File: config.mk
export PLATFORM = sky130hd
export DESIGN_NAME = alu_op_sequencer_flat
export DESIGN_NICKNAME = d
export VERILOG_FILES = /design/src/rtl/alu_seq_pkg.sv /design/src/rtl/alu_op_sequencer_if.sv /design/src/rtl/alu_seq_decode.sv /design/src/rtl/alu_op_sequencer.sv /design/src/flat_wrapper.sv
export SDC_FILE = /design/constraint.sdc
export NUM_CORES = 1
export LEC_CHECK = 0
export BUFFER_PORTS_ARGS = -buffer_cell sky130_fd_sc_hd__clkbuf_2
export CORE_MARGIN = 5
export CORE_UTILIZATION = 55
export DETAILED_ROUTE_END_ITERATION = 10
export PLACE_DENSITY = 0.81
export SLEW_MARGIN = 5
export SYNTH_ARGS = -nofsm -noshare
export SYNTH_HDL_FRONTEND = slang
export SYNTH_SLANG_ARGS = --single-unit
File: constraint.sdc
create_clock -name iClk -period 10.8 [get_ports iClk]
set_input_delay 1.08 -clock iClk [delete_from_list [all_inputs] [get_ports iClk]]
set_output_delay 1.08 -clock iClk [all_outputs]
set_load 0.005 [all_outputs]
File: src/rtl/alu_seq_pkg.sv
// Shared definitions for the ALU op sequencer: widths, opcodes, ALU codes,
// state encoding, instruction classes and the immediate sign-extender.
package alu_seq_pkg;

  localparam int DATA_W = 32;
  localparam int REG_AW = 4;
  localparam int IMM_W  = 19;

  localparam logic [REG_AW-1:0] LO_ADDR = 4'd14;
  localparam logic [REG_AW-1:0] HI_ADDR = 4'd15;

  localparam logic [4:0] OP_ADD  = 5'd0;
  localparam logic [4:0] OP_SUB  = 5'd1;
  localparam logic [4:0] OP_AND  = 5'd2;
  localparam logic [4:0] OP_OR   = 5'd3;
  localparam logic [4:0] OP_SHR  = 5'd4;
  localparam logic [4:0] OP_SHL  = 5'd5;
  localparam logic [4:0] OP_ROR  = 5'd6;
  localparam logic [4:0] OP_ROL  = 5'd7;
  localparam logic [4:0] OP_ADDI = 5'd8;
  localparam logic [4:0] OP_ANDI = 5'd9;
  localparam logic [4:0] OP_ORI  = 5'd10;
  localparam logic [4:0] OP_MUL  = 5'd11;
  localparam logic [4:0] OP_DIV  = 5'd12;

  localparam logic [3:0] ALU_NOP = 4'd0;
  localparam logic [3:0] ALU_ADD = 4'd1;
  localparam logic [3:0] ALU_SUB = 4'd2;
  localparam logic [3:0] ALU_AND = 4'd3;
  localparam logic [3:0] ALU_OR  = 4'd4;
  localparam logic [3:0] ALU_SHR = 4'd5;
  localparam logic [3:0] ALU_SHL = 4'd6;
  localparam logic [3:0] ALU_ROR = 4'd7;
  localparam logic [3:0] ALU_ROL = 4'd8;
  localparam logic [3:0] ALU_MUL = 4'd9;
  localparam logic [3:0] ALU_DIV = 4'd10;

  // Bit positions inside the 6-bit {BIS, RZHS, WBM, WBP, MAP, ASS} mux select
  localparam int MUX_BIS  = 5;
  localparam int MUX_RZHS = 4;
  localparam int MUX_WBM  = 3;
  localparam int MUX_WBP  = 2;
  localparam int MUX_MAP  = 1;
  localparam int MUX_ASS  = 0;

  typedef enum logic [3:0] {
    ST_IDLE   = 4'd0,
    ST_FETCH  = 4'd1,
    ST_DECODE = 4'd2,
    ST_EXEC   = 4'd3,
    ST_WBL    = 4'd4,
    ST_WRL    = 4'd5,
    ST_WBH    = 4'd6,
    ST_WRH    = 4'd7,
    ST_DONE   = 4'd8
  } seq_state_t;

  typedef enum logic [1:0] {
    CLS_R   = 2'd0,
    CLS_I   = 2'd1,
    CLS_W   = 2'd2,
    CLS_ILL = 2'd3
  } instr_class_t;

  function automatic logic [DATA_W-1:0] sext_imm(input logic [IMM_W-1:0] imm);
    return {{(DATA_W-IMM_W){imm[IMM_W-1]}}, imm};
  endfunction

endpackage

File: src/rtl/alu_op_sequencer_if.sv
// Issue-side request and Datapath control bundle of the ALU op sequencer.
interface alu_op_sequencer_if;
  import alu_seq_pkg::*;

  logic              iStart;
  logic [31:0]       iInstr;
  logic              oBusy;
  logic              oDone;
  logic              oErr;
  logic              oPC_en;
  logic [REG_AW-1:0] oRF_AddrA;
  logic [REG_AW-1:0] oRF_AddrB;
  logic [REG_AW-1:0] oRF_AddrC;
  logic              oRF_Write;
  logic              oRA_en;
  logic              oRB_en;
  logic              oRZH_en;
  logic              oRZL_en;
  logic              oRWB_en;
  logic [3:0]        oALU_Ctrl;
  logic [DATA_W-1:0] oImm32;
  logic [5:0]        oMuxSel;

  modport master (
    input  iStart, iInstr,
    output oBusy, oDone, oErr, oPC_en, oRF_AddrA, oRF_AddrB, oRF_AddrC,
           oRF_Write, oRA_en, oRB_en, oRZH_en, oRZL_en, oRWB_en,
           oALU_Ctrl, oImm32, oMuxSel
  );

  modport slave (
    output iStart, iInstr,
    input  oBusy, oDone, oErr, oPC_en, oRF_AddrA, oRF_AddrB, oRF_AddrC,
           oRF_Write, oRA_en, oRB_en, oRZH_en, oRZL_en, oRWB_en,
           oALU_Ctrl, oImm32, oMuxSel
  );

endinterface

File: src/rtl/alu_seq_decode.sv
// Combinational opcode decoder: instruction class and ALU operation code.
module alu_seq_decode
  import alu_seq_pkg::*;
(
  input  logic [4:0]   opcode,
  output instr_class_t instr_class,
  output logic [3:0]   alu_ctrl
);

  always_comb begin
    instr_class = CLS_ILL;
    alu_ctrl    = ALU_NOP;
    case (opcode)
      OP_ADD:  begin instr_class = CLS_R; alu_ctrl = ALU_ADD; end
      OP_SUB:  begin instr_class = CLS_R; alu_ctrl = ALU_SUB; end
      OP_AND:  begin instr_class = CLS_R; alu_ctrl = ALU_AND; end
      OP_OR:   begin instr_class = CLS_R; alu_ctrl = ALU_OR;  end
      OP_SHR:  begin instr_class = CLS_R; alu_ctrl = ALU_SHR; end
      OP_SHL:  begin instr_class = CLS_R; alu_ctrl = ALU_SHL; end
      OP_ROR:  begin instr_class = CLS_R; alu_ctrl = ALU_ROR; end
      OP_ROL:  begin instr_class = CLS_R; alu_ctrl = ALU_ROL; end
      OP_ADDI: begin instr_class = CLS_I; alu_ctrl = ALU_ADD; end
      OP_ANDI: begin instr_class = CLS_I; alu_ctrl = ALU_AND; end
      OP_ORI:  begin instr_class = CLS_I; alu_ctrl = ALU_OR;  end
      OP_MUL:  begin instr_class = CLS_W; alu_ctrl = ALU_MUL; end
      OP_DIV:  begin instr_class = CLS_W; alu_ctrl = ALU_DIV; end
      default: begin instr_class = CLS_ILL; alu_ctrl = ALU_NOP; end
    endcase
  end

endmodule

File: src/rtl/alu_op_sequencer.sv
// Hardwired T-state sequencer driving the Datapath for one ALU instruction
// (register, immediate and two-result ops). All outputs are registered.
module alu_op_sequencer
  import alu_seq_pkg::*;
(
  input logic                 iClk,
  input logic                 nRst,
  alu_op_sequencer_if.master  bus
);

  seq_state_t        state_reg, state_next;
  logic [31:0]       instr_reg, instr_next;
  instr_class_t      instr_class;
  logic [3:0]        alu_ctrl;

  logic              busy_reg, busy_next;
  logic              done_reg, done_next;
  logic              err_reg, err_next;
  logic              pc_en_reg, pc_en_next;
  logic [REG_AW-1:0] addr_a_reg, addr_a_next;
  logic [REG_AW-1:0] addr_b_reg, addr_b_next;
  logic [REG_AW-1:0] addr_c_reg, addr_c_next;
  logic              rf_write_reg, rf_write_next;
  logic              ra_en_reg, ra_en_next;
  logic              rb_en_reg, rb_en_next;
  logic              rzh_en_reg, rzh_en_next;
  logic              rzl_en_reg, rzl_en_next;
  logic              rwb_en_reg, rwb_en_next;
  logic [3:0]        alu_ctrl_reg, alu_ctrl_next;
  logic [DATA_W-1:0] imm32_reg, imm32_next;
  logic [5:0]        mux_sel_reg, mux_sel_next;

  // Outputs are registered from the upcoming state, so the instruction word
  // being latched at the end of FETCH is already the one decoded here.
  assign instr_next = (state_reg == ST_FETCH) ? bus.iInstr : instr_reg;

  alu_seq_decode u_decode (
    .opcode      (instr_next[31:27]),
    .instr_class (instr_class),
    .alu_ctrl    (alu_ctrl)
  );

  always_comb begin
    state_next = state_reg;
    case (state_reg)
      ST_IDLE:   if (bus.iStart) state_next = ST_FETCH;
      ST_FETCH:  state_next = ST_DECODE;
      ST_DECODE: state_next = ST_EXEC;
      ST_EXEC:   state_next = (instr_class == CLS_ILL) ? ST_DONE : ST_WBL;
      ST_WBL:    state_next = ST_WRL;
      ST_WRL:    state_next = (instr_class == CLS_W) ? ST_WBH : ST_DONE;
      ST_WBH:    state_next = ST_WRH;
      ST_WRH:    state_next = ST_DONE;
      ST_DONE:   state_next = ST_IDLE;
      default:   state_next = ST_IDLE;
    endcase
  end

  always_comb begin
    busy_next     = (state_next != ST_IDLE);
    done_next     = 1'b0;
    err_next      = 1'b0;
    pc_en_next    = 1'b0;
    addr_a_next   = '0;
    addr_b_next   = '0;
    addr_c_next   = '0;
    rf_write_next = 1'b0;
    ra_en_next    = 1'b0;
    rb_en_next    = 1'b0;
    rzh_en_next   = 1'b0;
    rzl_en_next   = 1'b0;
    rwb_en_next   = 1'b0;
    alu_ctrl_next = '0;
    imm32_next    = '0;
    mux_sel_next  = '0;

    // Operand addresses, ALU code and immediate stay put from DECODE to DONE
    if (state_next != ST_IDLE && state_next != ST_FETCH) begin
      addr_a_next   = instr_next[22:19];
      addr_b_next   = instr_next[18:15];
      alu_ctrl_next = alu_ctrl;
      imm32_next    = sext_imm(instr_next[IMM_W-1:0]);
    end

    case (state_next)
      ST_FETCH: begin
        pc_en_next            = 1'b1;
        mux_sel_next[MUX_MAP] = 1'b1;
      end
      ST_DECODE: begin
        ra_en_next            = 1'b1;
        rb_en_next            = 1'b1;
        mux_sel_next[MUX_BIS] = (instr_class == CLS_I);
      end
      ST_EXEC: begin
        rzh_en_next = 1'b1;
        rzl_en_next = 1'b1;
      end
      ST_WBL: begin
        rwb_en_next = 1'b1;
      end
      ST_WRL: begin
        addr_c_next   = (instr_class == CLS_W) ? LO_ADDR : instr_next[26:23];
        rf_write_next = 1'b1;
      end
      ST_WBH: begin
        mux_sel_next[MUX_RZHS] = 1'b1;
        rwb_en_next            = 1'b1;
      end
      ST_WRH: begin
        addr_c_next   = HI_ADDR;
        rf_write_next = 1'b1;
      end
      ST_DONE: begin
        done_next = 1'b1;
        err_next  = (instr_class == CLS_ILL);
      end
      default: ;
    endcase
  end

  always_ff @(posedge iClk or negedge nRst) begin
    if (!nRst) begin
      state_reg    <= ST_IDLE;
      instr_reg    <= '0;
      busy_reg     <= 1'b0;
      done_reg     <= 1'b0;
      err_reg      <= 1'b0;
      pc_en_reg    <= 1'b0;
      addr_a_reg   <= '0;
      addr_b_reg   <= '0;
      addr_c_reg   <= '0;
      rf_write_reg <= 1'b0;
      ra_en_reg    <= 1'b0;
      rb_en_reg    <= 1'b0;
      rzh_en_reg   <= 1'b0;
      rzl_en_reg   <= 1'b0;
      rwb_en_reg   <= 1'b0;
      alu_ctrl_reg <= '0;
      imm32_reg    <= '0;
      mux_sel_reg  <= '0;
    end else begin
      state_reg    <= state_next;
      instr_reg    <= instr_next;
      busy_reg     <= busy_next;
      done_reg     <= done_next;
      err_reg      <= err_next;
      pc_en_reg    <= pc_en_next;
      addr_a_reg   <= addr_a_next;
      addr_b_reg   <= addr_b_next;
      addr_c_reg   <= addr_c_next;
      rf_write_reg <= rf_write_next;
      ra_en_reg    <= ra_en_next;
      rb_en_reg    <= rb_en_next;
      rzh_en_reg   <= rzh_en_next;
      rzl_en_reg   <= rzl_en_next;
      rwb_en_reg   <= rwb_en_next;
      alu_ctrl_reg <= alu_ctrl_next;
      imm32_reg    <= imm32_next;
      mux_sel_reg  <= mux_sel_next;
    end
  end

  assign bus.oBusy     = busy_reg;
  assign bus.oDone     = done_reg;
  assign bus.oErr      = err_reg;
  assign bus.oPC_en    = pc_en_reg;
  assign bus.oRF_AddrA = addr_a_reg;
  assign bus.oRF_AddrB = addr_b_reg;
  assign bus.oRF_AddrC = addr_c_reg;
  assign bus.oRF_Write = rf_write_reg;
  assign bus.oRA_en    = ra_en_reg;
  assign bus.oRB_en    = rb_en_reg;
  assign bus.oRZH_en   = rzh_en_reg;
  assign bus.oRZL_en   = rzl_en_reg;
  assign bus.oRWB_en   = rwb_en_reg;
  assign bus.oALU_Ctrl = alu_ctrl_reg;
  assign bus.oImm32    = imm32_reg;
  assign bus.oMuxSel   = mux_sel_reg;

endmodule
File: src/flat_wrapper.sv
// flat-port wrapper written by rule: the top's interface ports become plain ports
module alu_op_sequencer_flat import alu_seq_pkg::*;
  (iClk, nRst, bus_iStart, bus_iInstr, bus_oBusy, bus_oDone, bus_oErr, bus_oPC_en, bus_oRF_AddrA, bus_oRF_AddrB, bus_oRF_AddrC, bus_oRF_Write, bus_oRA_en, bus_oRB_en, bus_oRZH_en, bus_oRZL_en, bus_oRWB_en, bus_oALU_Ctrl, bus_oImm32, bus_oMuxSel);
  alu_op_sequencer_if bus_i ();
  input logic iClk;
  input logic nRst;
  input wire logic [$bits(bus_i.iStart)-1:0] bus_iStart;
  input wire logic [$bits(bus_i.iInstr)-1:0] bus_iInstr;
  output wire logic [$bits(bus_i.oBusy)-1:0] bus_oBusy;
  output wire logic [$bits(bus_i.oDone)-1:0] bus_oDone;
  output wire logic [$bits(bus_i.oErr)-1:0] bus_oErr;
  output wire logic [$bits(bus_i.oPC_en)-1:0] bus_oPC_en;
  output wire logic [$bits(bus_i.oRF_AddrA)-1:0] bus_oRF_AddrA;
  output wire logic [$bits(bus_i.oRF_AddrB)-1:0] bus_oRF_AddrB;
  output wire logic [$bits(bus_i.oRF_AddrC)-1:0] bus_oRF_AddrC;
  output wire logic [$bits(bus_i.oRF_Write)-1:0] bus_oRF_Write;
  output wire logic [$bits(bus_i.oRA_en)-1:0] bus_oRA_en;
  output wire logic [$bits(bus_i.oRB_en)-1:0] bus_oRB_en;
  output wire logic [$bits(bus_i.oRZH_en)-1:0] bus_oRZH_en;
  output wire logic [$bits(bus_i.oRZL_en)-1:0] bus_oRZL_en;
  output wire logic [$bits(bus_i.oRWB_en)-1:0] bus_oRWB_en;
  output wire logic [$bits(bus_i.oALU_Ctrl)-1:0] bus_oALU_Ctrl;
  output wire logic [$bits(bus_i.oImm32)-1:0] bus_oImm32;
  output wire logic [$bits(bus_i.oMuxSel)-1:0] bus_oMuxSel;
  assign bus_i.iStart = bus_iStart;
  assign bus_i.iInstr = bus_iInstr;
  assign bus_oBusy = bus_i.oBusy;
  assign bus_oDone = bus_i.oDone;
  assign bus_oErr = bus_i.oErr;
  assign bus_oPC_en = bus_i.oPC_en;
  assign bus_oRF_AddrA = bus_i.oRF_AddrA;
  assign bus_oRF_AddrB = bus_i.oRF_AddrB;
  assign bus_oRF_AddrC = bus_i.oRF_AddrC;
  assign bus_oRF_Write = bus_i.oRF_Write;
  assign bus_oRA_en = bus_i.oRA_en;
  assign bus_oRB_en = bus_i.oRB_en;
  assign bus_oRZH_en = bus_i.oRZH_en;
  assign bus_oRZL_en = bus_i.oRZL_en;
  assign bus_oRWB_en = bus_i.oRWB_en;
  assign bus_oALU_Ctrl = bus_i.oALU_Ctrl;
  assign bus_oImm32 = bus_i.oImm32;
  assign bus_oMuxSel = bus_i.oMuxSel;
  alu_op_sequencer u_core (.iClk(iClk), .nRst(nRst), .bus(bus_i));
endmodule
Word-level counts from Yosys, hierarchy flattened
Memory sizes are Yosys's and may differ from the RTL's.
Cells that the tools add are included.
{ "totals": {"ff_bits": 95, "rom_bits": 96, "inputBits": 35, "out_inout_bits": 64, "word_cells": 62, "mem_count": 1} }
{ "memory_table": {"columns": ["memory", "words", "word_bits", "read_ports", "rd_clocked_by_memory_dff", "wr", "line_no", "source"], "rows": [
  ["(name not given)", 16, 6, 1, 0, 0, "alu_seq_decode.sv:13", "case (opcode)"]
]} }
{ "classes": {"eq_ne": 19, "n_mux": 21, "reduce_logical": 5} }
{ "op_table": {"columns": ["cell", "n"], "rows": [
  ["$mux W32", 2],
  ["$eq A4 B3 Y1 const B", 8],
  ["$pmux W4 S8", 1],
  ["$mux W4", 7],
  ["$eq A4 B2 Y1 const B", 4],
  ["$mux W1", 9],
  ["$eq A4 B1 Y1 const B", 2],
  ["$pmux W4 S2", 1],
  ["$mux W6", 1],
  ["$eq A2 B2 Y1 const B", 2],
  ["$eq A4 B4 Y1 const B", 1],
  ["$logic_not A4 Y1", 1],
  ["$ne A4 B1 Y1 const B", 1],
  ["$reduce_bool A4 Y1", 1],
  ["$reduce_or A2 Y1", 2],
  ["$eq A2 B1 Y1 const B", 1],
  ["$logic_and A1 B1 Y1", 1]
]} }

Logic depth before layout (Yosys ltp)
Gate-level depths: netlist of run 1.
An unclocked memory read counts as a cell.
{ "logic_depth": {"ltp_word": 10, "mapped_depth": 12, "ltp_nobuf": 10} }

By module
A second synthesis of run 1 with hierarchy kept.
{ "hier_totals": {"cells_unflattened": 243, "hier_area_um2": 3190.6} }
{ "by_module_without_submodules": {"columns": ["mod", "n_inst", "cells_per_inst", "area_each_um2", "seq_area_each_um2"], "rows": [
  ["alu_op_sequencer", 1, 214, 2950.3, 1926.8],
  ["alu_seq_decode", 1, 29, 240.2, 0.0]
]} }

Least setup slack after synthesis of run 1
OpenSTA, ideal clock, no wires.
{ "synth_timing": {"path_type": "register -> register", "startpoint": "reg u_core.state_reg[3]", "endpoint": "reg u_core.alu_ctrl_reg[1], in the netlist u_core.bus.oALU_Ctrl[1]", "setup_time_ns": 0.144, "t_arrival_ns": 3.516, "slack_ns": 7.140, "path_stages_with_launch": 13, "n_path_buf": 3, "path_cell_list": "dfrtp_1 > buf_6 > nor4b_4 > buf_4 > clkbuf_1 > mux2_2 > ha_1 > nand4b_1 > a2111o_1 > a21oi_1 > a211oi_4 > nor4b_4 > nor4b_2"} }
{ "synth_via": {"elab_chain_cells": 10, "word_cells_on_any_way": 21, "cone_classes": "10 x eq/ne; 7 x mux; 3 x reduce/logical; 1 x memory"} }
{ "synth_lines": {"columns": ["item", "line_no", "source"], "rows": [
  ["start, declared", "alu_op_sequencer.sv:11", "seq_state_t state_reg, state_next;"],
  ["start signal, assigned", "alu_op_sequencer.sv:143", "state_reg <= state_next;"],
  ["$eq A4 B1 Y1", "alu_op_sequencer.sv:35, alu_op_sequencer.sv:45", null],
  ["$mux W32", "alu_op_sequencer.sv:35", "assign instr_next = (state_reg == ST_FETCH) ? bus.iInstr : instr_reg;"],
  ["$mem_v2 Z16 W6", null, null],
  ["$mux W6", "alu_seq_decode.sv:13", null],
  ["$eq A2 B2 Y1 (on tied branches)", "alu_op_sequencer.sv:51, alu_op_sequencer.sv:49", null],
  ["$mux W4 (on tied branches)", "alu_op_sequencer.sv:51, alu_op_sequencer.sv:49", null],
  ["$pmux W4 S8 (*)", "alu_op_sequencer.sv:45", "case (state_reg)"],
  ["via u_core.state_next[3]", "alu_op_sequencer.sv:11", null],
  ["$ne A4 B1 Y1 / $reduce_bool A4 Y1 (equally long branches)", "alu_op_sequencer.sv:78", "if (state_next != ST_IDLE && state_next != ST_FETCH) begin"],
  ["$logic_and A1 B1 Y1 (*)", "alu_op_sequencer.sv:78", null],
  ["$mux W4 (*)", "alu_op_sequencer.sv:78", null],
  ["via u_core.alu_ctrl_next[1]", "alu_op_sequencer.sv:29", "logic [3:0] alu_ctrl_reg, alu_ctrl_next;"],
  ["end signal, assigned", "alu_op_sequencer.sv:158", "alu_ctrl_reg <= alu_ctrl_next;"],
  ["end, declared", "alu_op_sequencer.sv:29", null]
]} }
The timed path passes the listed nets; every way through them passes the cells marked *.

Final worst setup path of run 1
{ "layout_timing": {"startpoint": "reg u_core.state_reg[1]", "endpoint": "reg u_core.alu_ctrl_reg[3], in the netlist u_core.bus.oALU_Ctrl[3]"} }
{ "layout_via": {"elab_chain_cells": 10, "word_cells_on_any_way": 21, "cone_classes": "10 x eq/ne; 7 x mux; 3 x reduce/logical; 1 x memory"} }
{ "layout_lines": {"columns": ["item", "line_no", "source"], "rows": [
  ["$eq A4 B1 Y1 (*)", "alu_op_sequencer.sv:35", null],
  ["$mux W32 (*)", "alu_op_sequencer.sv:35", null],
  ["via u_core.instr_next[28]", "alu_op_sequencer.sv:12", "logic [31:0] instr_reg, instr_next;"],
  ["$mem_v2 Z16 W6 (*)", null, null],
  ["$mux W6 (*)", "alu_seq_decode.sv:13", null],
  ["$eq A2 B2 Y1 (on tied branches)", "alu_op_sequencer.sv:51, alu_op_sequencer.sv:49", null],
  ["$mux W4 (on tied branches)", "alu_op_sequencer.sv:51, alu_op_sequencer.sv:49", null],
  ["$pmux W4 S8 (*)", "alu_op_sequencer.sv:45", null],
  ["via u_core.state_next[3]", "alu_op_sequencer.sv:11", null],
  ["$ne A4 B1 Y1 / $reduce_bool A4 Y1 (equally long branches)", "alu_op_sequencer.sv:78", null],
  ["$logic_and A1 B1 Y1 (*)", "alu_op_sequencer.sv:78", null],
  ["$mux W4 (*)", "alu_op_sequencer.sv:78", null],
  ["via u_core.alu_ctrl_next[3]", "alu_op_sequencer.sv:29", null]
]} }
Marks and branches as above.

==> results of run 1 <==
[metal layers]
metal	global-route usage (%)	part of all wire, %
met1	22.0	42
met2	27.1	49
met3	5.30	8.5
met4	6.00	0.41
met5	0	0
[stage by stage]
stage,instance area [sq um],utilization [%]
after floorplan,3300,-
after detailed placement,3650,62.0
final,3850,65.4
after CTS,3850,65.4
after global routing,3850,65.4
after global placement,3650,62.0
[report_power, final]
group	leakage, nW	internal [mW]	total, mW	switching, mW
registers	0.962	0.417	0.483	0.0659
clock network	0.0995	0.114	0.215	0.102
logic	0.825	0.266	0.553	0.287
[cells in the mapped netlist (4+ instances only)]
cell	instances	area share, %
dfrtp_1	77	59
mux2_2	30	10
buf_4	25	5.7
nor2b_1	23	4.4
nor2_1	10	1.1
clkbuf_1	7	0.80
inv_1	7	0.80
nand2_1	6	0.68
nor3_1	6	0.91
mux2i_1	5	1.5
nand2b_1	5	0.95
a21oi_1	4	0.61
[layout by cell type (no fill, tap or decap), drive strengths merged, types with 3 or more instances in the layout]
master,Yosys,final
ha,3,3
or2,3,3
clkinv,0,3
nor2,10,10
nand2,6,6
mux2,30,30
nand3,4,4
nor4b,4,4
a21oi,4,4
o21a,3,3
inv,7,7
conb,1,3
nand2b,5,5
mux2i,5,5
a211oi,3,3
nor3,6,6
dfrtp,77,77
o21ai,3,3
nor2b,23,23
clkbuf,7,105
[kinds of logic (layout without fill, tap and decap cells)]
family / after synthesis / in the layout / synth area share (%)
other: 1 / 3 / 0.114
flip-flops: 77 / 77 / 58.5
AND/OR/NAND/NOR: 70 / 70 / 13.9
XOR/XNOR: 1 / 1 / 0.266
AO/OA/AOI/OAI: 23 / 23 / 6.50
adder cells (fa/ha/maj): 3 / 3 / 1.14
buffers and inverters: 41 / 119 / 7.79
multiplexers: 35 / 35 / 11.8
[worst min path at each step]
| stage | from | to | slack (ns) | cells past startpoint |
|---|---|---|---|---|
| 3_3_place_gp | u_core.instr_reg[5] | u_core.instr_reg[5] | 0.47 | 1 |
| 5_1_grt | u_core.instr_reg[13] | u_core.instr_reg[13] | 0.51 | 1 |
| 6_report | u_core.instr_reg[2] | u_core.instr_reg[2] | 0.49 | 1 |
| 4_1_cts | u_core.instr_reg[13] | u_core.instr_reg[13] | 0.50 | 1 |
| 3_5_place_dp | u_core.instr_reg[13] | u_core.instr_reg[13] | 0.48 | 1 |
| 2_1_floorplan | u_core.instr_reg[0] | u_core.instr_reg[0] | 0.47 | 1 |
[area by class of cell]
| type | instances | area, sq um |
|---|---|---|
| Multi-Input combinational cell | 135 | 1120 |
| Timing Repair Buffer | 96 | 485 |
| Inverter | 7 | 26.3 |
| Tap cell | 75 | 93.8 |
| Clock buffer | 11 | 141 |
| Clock inverter | 5 | 60.1 |
| Sequential cell | 77 | 1930 |
| Fill cell | 474 | 2030 |
==> key figures, run 1 <==
Timing
  – Final Cycle Share: 33.3%
  – Worst relative slew slack: 38.0%
  – Setup TNS: 0 ns
  – Final hold viol count: 0
  – Final Critical Period: 3.60 ns
  – Max-slew violations: 0
  – Hold Worst Slack: 0.495 ns
  – Setup Skew: 0.00543 ns
  – RSZ-0062 raised after global routing: false
  – Final setup viols: 0
  – Setup ws final: 7.20 ns
  – Maximum clock rate: 278 MHz
  – Slew @ Worst Pin: 0.931 ns

CTS
  – Hold Buf Count CTS: 0
  – Clk_lat worst skew: 0.33 ns
  – H-tree levels: 3
  – Clock slew at reported path FFs: 0.08 ns
  – CTS buffer count: 9
  – CTS tree: done
  – Root Driver: clkbuf_8
  – CTS sink cnt: 77
  – Setup Buffers After CTS: 0
  – Deepest clock path buffer count: 2
  – Cts repair resizes: 0

Route
  – Total number of vias: 2052
  – Initial DRC Count: 60
  – DRT antenna net count: 0
  – Wirelength per Cell: 15.1 um
  – Drt via density: 5.05
  – # DRC: 0
  – Total wire length: 6130 um
  – Detailed Routing Iterations Pass 1: 4

Power and ir drop
  – Power Density: 325 nW/um^2
  – Peak supply drop: 0.173 mV
  – Leakage: 1.89 nW
  – Total power: 1.25 mW

Setup path
  – Setup Crit Path Kind: flop to flop
  – CP top delay family: simple AND/OR/NAND/NOR gates
  – Req. time, crit path: 11.00 ns
  – Cell repeated most along the worst path: nor4b_4
  – Reg2reg start: u_core.state_reg[1]
  – Crit. Startpoint: u_core.state_reg[1]
  – CP cell instances: nor4b_4, mux2i_1, inv_1, ha_1, nand4b_1, a2111o_1, a21oi_1, a211oi_4, nor4b_4, nor4_2
  – WP data arrival: 3.79 ns
  – Reg2Reg Depth: 10
  – CP max FO: 14
  – CP Depth: 10
  – CP Capture Type: flop
  – Type of origin of the critical path: flop
  – Reg-to-reg setup timing slack: 7.20 ns
  – R2R Path End: u_core.bus.oALU_Ctrl[3]
  – Crit path to: u_core.bus.oALU_Ctrl[3]
  – Slowest-stage cell, CP: nor4b_4
  – WP buf/inv: 1
  – Worst path max stage delay: 0.57 ns

Placement
  – Dpl hpwl: 4260 um
  – Placed insts: 390
  – IO Port Bufs: 95
  – Placer congestion estimate: 0.901
  – Post-place setup slack: 7.12 ns

Layout
  – Non-Filler Instances: 406
  – Layout area overhead: 16.9%
  – Final nets: 364
  – Ant diodes: 0
  – Share of layout cells above drive strength 1: 46.5%
  – Largest register FFs: 32

Global routing
  – Initial antenna violation count: 0
  – GRT Total Usage: 17.0%
  – Largest net degree at the start of global routing: 78
  – Vias in the first global route: 2066
  – First-pass GRT wire length: 9950 um
  – GR Overflow Total: 0

Synthesis
  – Post-synthesis cell count: 251
  – Syn Std Cell Area: 3290 sq um
  – Top FF cell, synth: dfrtp_1
  – Netlist cell types: 43
  – Register area share after synthesis: 58.5%
  – Yosys warnings: 0
  – Syn Area/Cell: 13.1 sq um
  – Synth async-reset ratio: 100%
  – #FFs+latches synth: 77
  – Post-synth EDFFs: 0

Job
  – Total of max-cap violations: 0

Floorplanning
  – I/O pins: 99
  – Rows: 28
  – Die Ht: 87.4 um
  – Die width: 87.4 um
  – Initial core utilization: 56.0%
  – Core area: 5890 sq um
  – Die area: 7640 sq um

Min path
  – HP Class: flop to flop

Run status
  – Status: finished clean
(Power assumes the default switching activity.)
==> inputs of run 2 (changes only) <==
--- a/config.mk
+++ b/config.mk
@@ -7,9 +7,9 @@
 export LEC_CHECK = 0
 export BUFFER_PORTS_ARGS = -buffer_cell sky130_fd_sc_hd__clkbuf_2
 export CORE_MARGIN = 5
-export CORE_UTILIZATION = 55
+export CORE_UTILIZATION = 46
 export DETAILED_ROUTE_END_ITERATION = 10
-export PLACE_DENSITY = 0.81
+export PLACE_DENSITY = 0.71
 export SLEW_MARGIN = 5
 export SYNTH_ARGS = -nofsm -noshare
 export SYNTH_HDL_FRONTEND = slang
==> constraint.sdc (replaced) <==
create_clock -name iClk -period 3.2 [get_ports iClk]
set_input_delay 0.32 -clock iClk [delete_from_list [all_inputs] [get_ports iClk]]
set_output_delay 0.32 -clock iClk [all_outputs]
set_load 0.005 [all_outputs]
==> run 2 against run 1 <==
Effect of this change: critical path depth rose by 1; highest routed layer unchanged; count of clock-buffer cells in the layout fell by 2; register-to-register slack got worse by 7.0 ns; largest cell class unchanged; die area rose by 17%; clock skew rose by 0.0079 ns; maximum frequency rose by 21%; core utilization fell by 7.9 points; hold slack got worse by 0.37 ns; largest power group unchanged; power rose to 3.4 times the previous value.
==> key figures, run 2 (same netlist as run 1, synthesis figures left out) <==
Route
  – Total number of vias: 2116
  – Drt via density: 4.89
  – Total wire length: 6140 um
  – Wirelength per Cell: 14.2 um
  – Detailed Routing Iterations Pass 1: 4
  – Initial DRC Count: 93
  – DRT antenna net count: 0
  – # DRC: 0

Setup path
  – Slowest-stage cell, CP: dfrtp_1
  – WP buf/inv: 2
  – Reg2reg start: u_core.state_reg[3]
  – Req. time, crit path: 3.43 ns
  – WP data arrival: 3.20 ns
  – Reg2Reg Depth: 11
  – Type of origin of the critical path: flop
  – CP max FO: 9
  – Cell repeated most along the worst path: nor4b_4
  – Worst path max stage delay: 0.49 ns
  – CP top delay family: compound AO/OA/AOI/OAI gates
  – Setup Crit Path Kind: flop to flop
  – CP Capture Type: flop
  – R2R Path End: u_core.bus.oALU_Ctrl[2]
  – Reg-to-reg setup timing slack: 0.23 ns
  – CP cell instances: nor4b_4, mux2i_1, inv_1, ha_4, nand4b_1, a2111o_1, a21boi_4, o31ai_4, nor4b_4, buf_4, a2111oi_4

Timing
  – Max-slew violations: 0
  – Setup TNS: 0 ns
  – Final Cycle Share: 92.9%
  – Setup Skew: 0.0133 ns
  – Setup ws final: 0.227 ns
  – Slew @ Worst Pin: 0.922 ns
  – Final setup viols: 0
  – RSZ-0062 raised after global routing: false
  – Worst relative slew slack: 38.5%
  – Final Critical Period: 2.97 ns
  – Final hold viol count: 0
  – Maximum clock rate: 336 MHz

Layout
  – FF+latch area: 1930 sq um
  – Largest register FFs: 32
  – FILL cells: 586
  – Final nets: 370
  – Most common cell after layout, fill and taps aside: clkbuf_2
  – Non-Filler Instances: 433
  – Layout area overhead: 20.0%
  – Area of the multi-input gates: 1170 sq um
  – Share of layout cells above drive strength 1: 49.0%
  – Final core occ: 57.5%
  – Most frequent cells in the layout: 94 x clkbuf_2, 77 x dfrtp_1, 30 x mux2_2
  – Ant diodes: 0

Floorplanning
  – I/O pins: 99
  – Initial core utilization: 47.9%
  – Die area: 8950 sq um
  – Die width: 94.6 um
  – Core area: 6870 sq um
  – Die Ht: 94.6 um
  – Rows: 30

Global routing
  – Largest net degree at the start of global routing: 78
  – GR Overflow Total: 0
  – First-pass GRT wire length: 9980 um
  – Vias in the first global route: 2138
  – Initial antenna violation count: 0
  – GRT Total Usage: 14.3%

CTS
  – Root Driver: clkbuf_8
  – CTS sink cnt: 77
  – CTS tree: done
  – Setup Buffers After CTS: 0
  – H-tree levels: 3
  – Hold Buf Count CTS: 0
  – Deepest clock path buffer count: 2
  – Cts repair resizes: 0
  – CTS buffer count: 9
  – Clk_lat worst skew: 0.34 ns
  – Clock slew at reported path FFs: 0.09 ns

Power and ir drop
  – P_int: 2.69 mW
  – Net Sw Frac: 37.2%
  – Sequential power share: 36.9%
  – Peak supply drop: 0.480 mV
  – Clk pwr share: 15.6%
  – Switching power: 1.59 mW
  – Comb power frac: 47.5%
  – Leakage: 1.92 nW
  – Power Density: 1080 nW/um^2

Run status
  – Status: finished clean

Min path
  – HP Class: primary input to async pin

Placement
  – Placed insts: 417
  – Placer congestion estimate: 0.821
  – IO Port Bufs: 95
  – Dpl hpwl: 4360 um
  – Post-place setup slack: 0.199 ns

Job
  – Total of max-cap violations: 0
-- run 2: cell types whose count changed in the layout (fill, tap and decap cells not counted), sizes merged --
cell,before,now
buf,2,8
inv,7,10
clkbuf,105,103
bufinv,1,0
-- run 2: worst max path at each step --
stage                        start                       to  cells past startpoint
3_5_place_dp   u_core.state_reg[3]  u_core.bus.oALU_Ctrl[2]                     11
6_report       u_core.state_reg[3]  u_core.bus.oALU_Ctrl[2]                     11
5_1_grt        u_core.state_reg[3]  u_core.bus.oALU_Ctrl[2]                      9
3_3_place_gp   u_core.state_reg[3]  u_core.bus.oALU_Ctrl[2]                     11
2_1_floorplan  u_core.state_reg[2]  u_core.bus.oALU_Ctrl[1]                     12
4_1_cts        u_core.state_reg[3]  u_core.bus.oALU_Ctrl[2]                     11
-- run 2: power groups by stage --
| stage | clock network, mW | registers [mW] | logic, mW |
|---|---|---|---|
| global placement | 0 | 1.59 | 2.02 |
| detailed placement | 0 | 1.60 | 2.06 |
| global route | 0.736 | 1.63 | 2.25 |
| floorplan | 0 | 1.58 | 1.58 |
| finish | 0.667 | 1.58 | 2.03 |
| CTS | 0.697 | 1.58 | 2.06 |
-- run 2: worst register-to-register path, cell delays in order (launching register included) --
cell	delay, ns
dfrtp_1	0.49
nor4b_4	0.35
mux2i_1	0.18
inv_1	0.16
ha_4	0.20
nand4b_1	0.09
a2111o_1	0.44
a21boi_4	0.19
o31ai_4	0.25
nor4b_4	0.07
buf_4	0.17
a2111oi_4	0.27
-- run 2: layout make-up --
cell class	instances	share of cell area, %
clock inverters	7	1.49
repair buffers	102	13.4
inverters	7	0.665
well taps	96	3.04
flip-flops and latches	77	48.7
multi-input cells	135	29.5
clock buffers	9	3.13
-- run 2: metal layers --
layer / track usage (%) / share of wire [%] / up-vias
met1: 17.0 / 41 / 1036
li1: - / - / 991
met2: 24.5 / 51 / 77
met5: 0 / 0 / -
met4: 7.09 / 2.1 / 0
met3: 3.11 / 6.2 / 12
-- run 2: stage by stage --
step / hold WS [ns] / cell area, sq um / power (mW)
floorplan: 0.0244 / 3350 / 3.16
global placement: 0.474 / 3760 / 3.61
detailed placement: 0.480 / 3760 / 3.66
CTS: 0.156 / 3940 / 4.35
global route: 0.207 / 3950 / 4.61
finish: 0.125 / 3950 / 4.28
==> inputs of run 3 (changes only) <==
--- a/config.mk
+++ b/config.mk
@@ -6,10 +6,12 @@
 export NUM_CORES = 1
 export LEC_CHECK = 0
 export BUFFER_PORTS_ARGS = -buffer_cell sky130_fd_sc_hd__clkbuf_2
+export CELL_PAD_IN_SITES_DETAIL_PLACEMENT = 2
+export CELL_PAD_IN_SITES_GLOBAL_PLACEMENT = 2
 export CORE_MARGIN = 5
-export CORE_UTILIZATION = 46
+export CORE_UTILIZATION = 36
 export DETAILED_ROUTE_END_ITERATION = 10
-export PLACE_DENSITY = 0.71
+export PLACE_DENSITY = 0.81
 export SLEW_MARGIN = 5
 export SYNTH_ARGS = -nofsm -noshare
 export SYNTH_HDL_FRONTEND = slang
==> constraint.sdc (replaced) <==
create_clock -name iClk -period 3.5 [get_ports iClk]
set_input_delay 0.35 -clock iClk [delete_from_list [all_inputs] [get_ports iClk]]
set_output_delay 0.35 -clock iClk [all_outputs]
set_load 0.005 [all_outputs]
==> run 3 against run 2 <==
Effect of this change: core utilization down 14 points; maximum frequency down 9.0%; combinational power down 8%; critical path depth unchanged; sequential power down 6%; global-route usage up 0.74 points; clock skew down 0.0028 ns; flip-flop and latch count unchanged.
==> key figures, run 3 (same netlist as run 1, synthesis figures left out) <==
CTS
  – Cts repair resizes: 0
  – Setup Buffers After CTS: 0
  – CTS buffer count: 9
  – CTS tree: done
  – Clk_lat worst skew: 0.34 ns
  – Root Driver: clkbuf_8
  – Hold Buf Count CTS: 0
  – H-tree levels: 3
  – Deepest clock path buffer count: 2
  – Clock slew at reported path FFs: 0.09 ns
  – CTS sink cnt: 77

Floorplanning
  – Initial core utilization: 36.3%
  – Die width: 106 um
  – Rows: 35
  – Die Ht: 106 um
  – I/O pins: 99
  – Core area: 9060 sq um
  – Die area: 11200 sq um

Route
  – Total number of vias: 2165
  – # DRC: 0
  – Detailed Routing Iterations Pass 1: 4
  – Initial DRC Count: 66
  – Wirelength per Cell: 17.8 um
  – Total wire length: 7980 um
  – DRT antenna net count: 0
  – Drt via density: 4.83

Timing
  – Worst relative slew slack: 35.0%
  – Final setup viols: 0
  – Final hold viol count: 0
  – RSZ-0062 raised after global routing: false
  – Hold Worst Slack: 0.148 ns
  – Slew @ Worst Pin: 0.976 ns
  – Maximum clock rate: 306 MHz
  – Final Cycle Share: 93.4%
  – Max-slew violations: 0
  – Setup TNS: 0 ns
  – Final Critical Period: 3.27 ns
  – Setup Skew: 0.0105 ns

Layout
  – Area of the multi-input gates: 1120 sq um
  – Layout area overhead: 20.0%
  – Ant diodes: 0
  – FILL cells: 941
  – Largest register FFs: 32
  – Most frequent cells in the layout: 94 x clkbuf_2, 76 x dfrtp_1, 30 x mux2_2
  – Final nets: 370
  – Share of layout cells above drive strength 1: 48.4%
  – FF+latch area: 1930 sq um
  – Most common cell after layout, fill and taps aside: clkbuf_2

Min path
  – HP Class: primary input to async pin

Global routing
  – GRT busiest layer: met2
  – M1 GR Usage: 17.1%
  – M3 GR Usage: 4.78%
  – First-pass GRT wire length: 13200 um
  – Vias in the first global route: 2493
  – Largest net degree at the start of global routing: 78
  – Initial antenna violation count: 0
  – GR Overflow Total: 0
  – GRT Total Usage: 15.1%
  – Routing usage on met2: 27.3%

Power and ir drop
  – Leakage: 1.91 nW
  – Switching power: 1.53 mW
  – Sequential power share: 36.8%
  – Net Sw Frac: 37.9%
  – Clk pwr share: 17.2%
  – Power Density: 1030 nW/um^2
  – Peak supply drop: 0.309 mV
  – P_int: 2.52 mW
  – Comb power frac: 45.9%

Setup path
  – CP cell instances: nor4b_4, mux2i_1, inv_1, ha_2, nand4b_1, a2111o_1, a21oi_1, buf_4, a211oi_4, nor4b_4, nor4b_2
  – CP Capture Type: flop
  – CP top delay family: simple AND/OR/NAND/NOR gates
  – Worst path max stage delay: 0.57 ns
  – Setup Crit Path Kind: flop to flop
  – Type of origin of the critical path: flop
  – Req. time, crit path: 3.71 ns
  – WP data arrival: 3.48 ns
  – WP buf/inv: 2
  – Slowest-stage cell, CP: nor4b_4
  – Cell repeated most along the worst path: nor4b_4
  – CP max FO: 9
  – Reg-to-reg setup timing slack: 0.23 ns

Job
  – Total of max-cap violations: 0

Run status
  – Status: finished clean

Placement
  – IO Port Bufs: 95
  – Placer congestion estimate: 0.799
  – Dpl hpwl: 5820 um
run 3: per-layer routing:
metal / part of all wire (%) / wire length (um) / vias to the layer above
met4: 0.66 / 53 / 0
met5: 0 / 0 / -
li1: - / - / 986
met3: 6.0 / 478 / 6
met2: 54 / 4290 / 64
met1: 40 / 3160 / 1109
run 3: worst paths after layout:
kind	cells past startpoint	end	startpoint
min in group iClk	2	u_core.instr_reg[10]	bus_iInstr[10]
setup reg to reg	11	u_core.bus.oALU_Ctrl[1]	u_core.state_reg[3]
max in group asynchronous	1	u_core.state_reg[0]	nRst
setup / recovery	11	u_core.bus.oALU_Ctrl[1]	u_core.state_reg[3]
hold reg to reg	1	u_core.instr_reg[6]	u_core.instr_reg[6]
hold / removal	1	u_core.bus.oRF_AddrB[0]	nRst
run 3: area by class of cell:
class,instances,area share (%)
Multi-Input combinational cell,135,28.3
Clock buffer,10,3.48
Sequential cell,77,48.8
Inverter,7,0.665
Timing Repair Buffer,102,13.4
Clock inverter,6,1.77
Tap cell,111,3.51
run 3: stage by stage:
step	total power, mW	instances	utilization (%)	worst slack (ns)	area (sq um)
detailed placement	3.40	432	41.3	0.123	3740
CTS	4.12	448	43.5	0.0995	3950
floorplan	2.84	253	-	0.0100	3300
finish	4.05	448	43.6	0.232	3950
global placement	3.28	432	41.3	0.303	3740
global route	4.37	448	43.6	0.0231	3950
run 3: power groups by stage:
stage	Sequential [mW]	Clock [mW]	Combinational, mW
5_1_grt	1.54	0.763	2.06
2_1_floorplan	1.44	0	1.40
3_5_place_dp	1.51	0	1.89
4_1_cts	1.50	0.718	1.91
3_3_place_gp	1.48	0	1.80
6_report	1.49	0.699	1.86
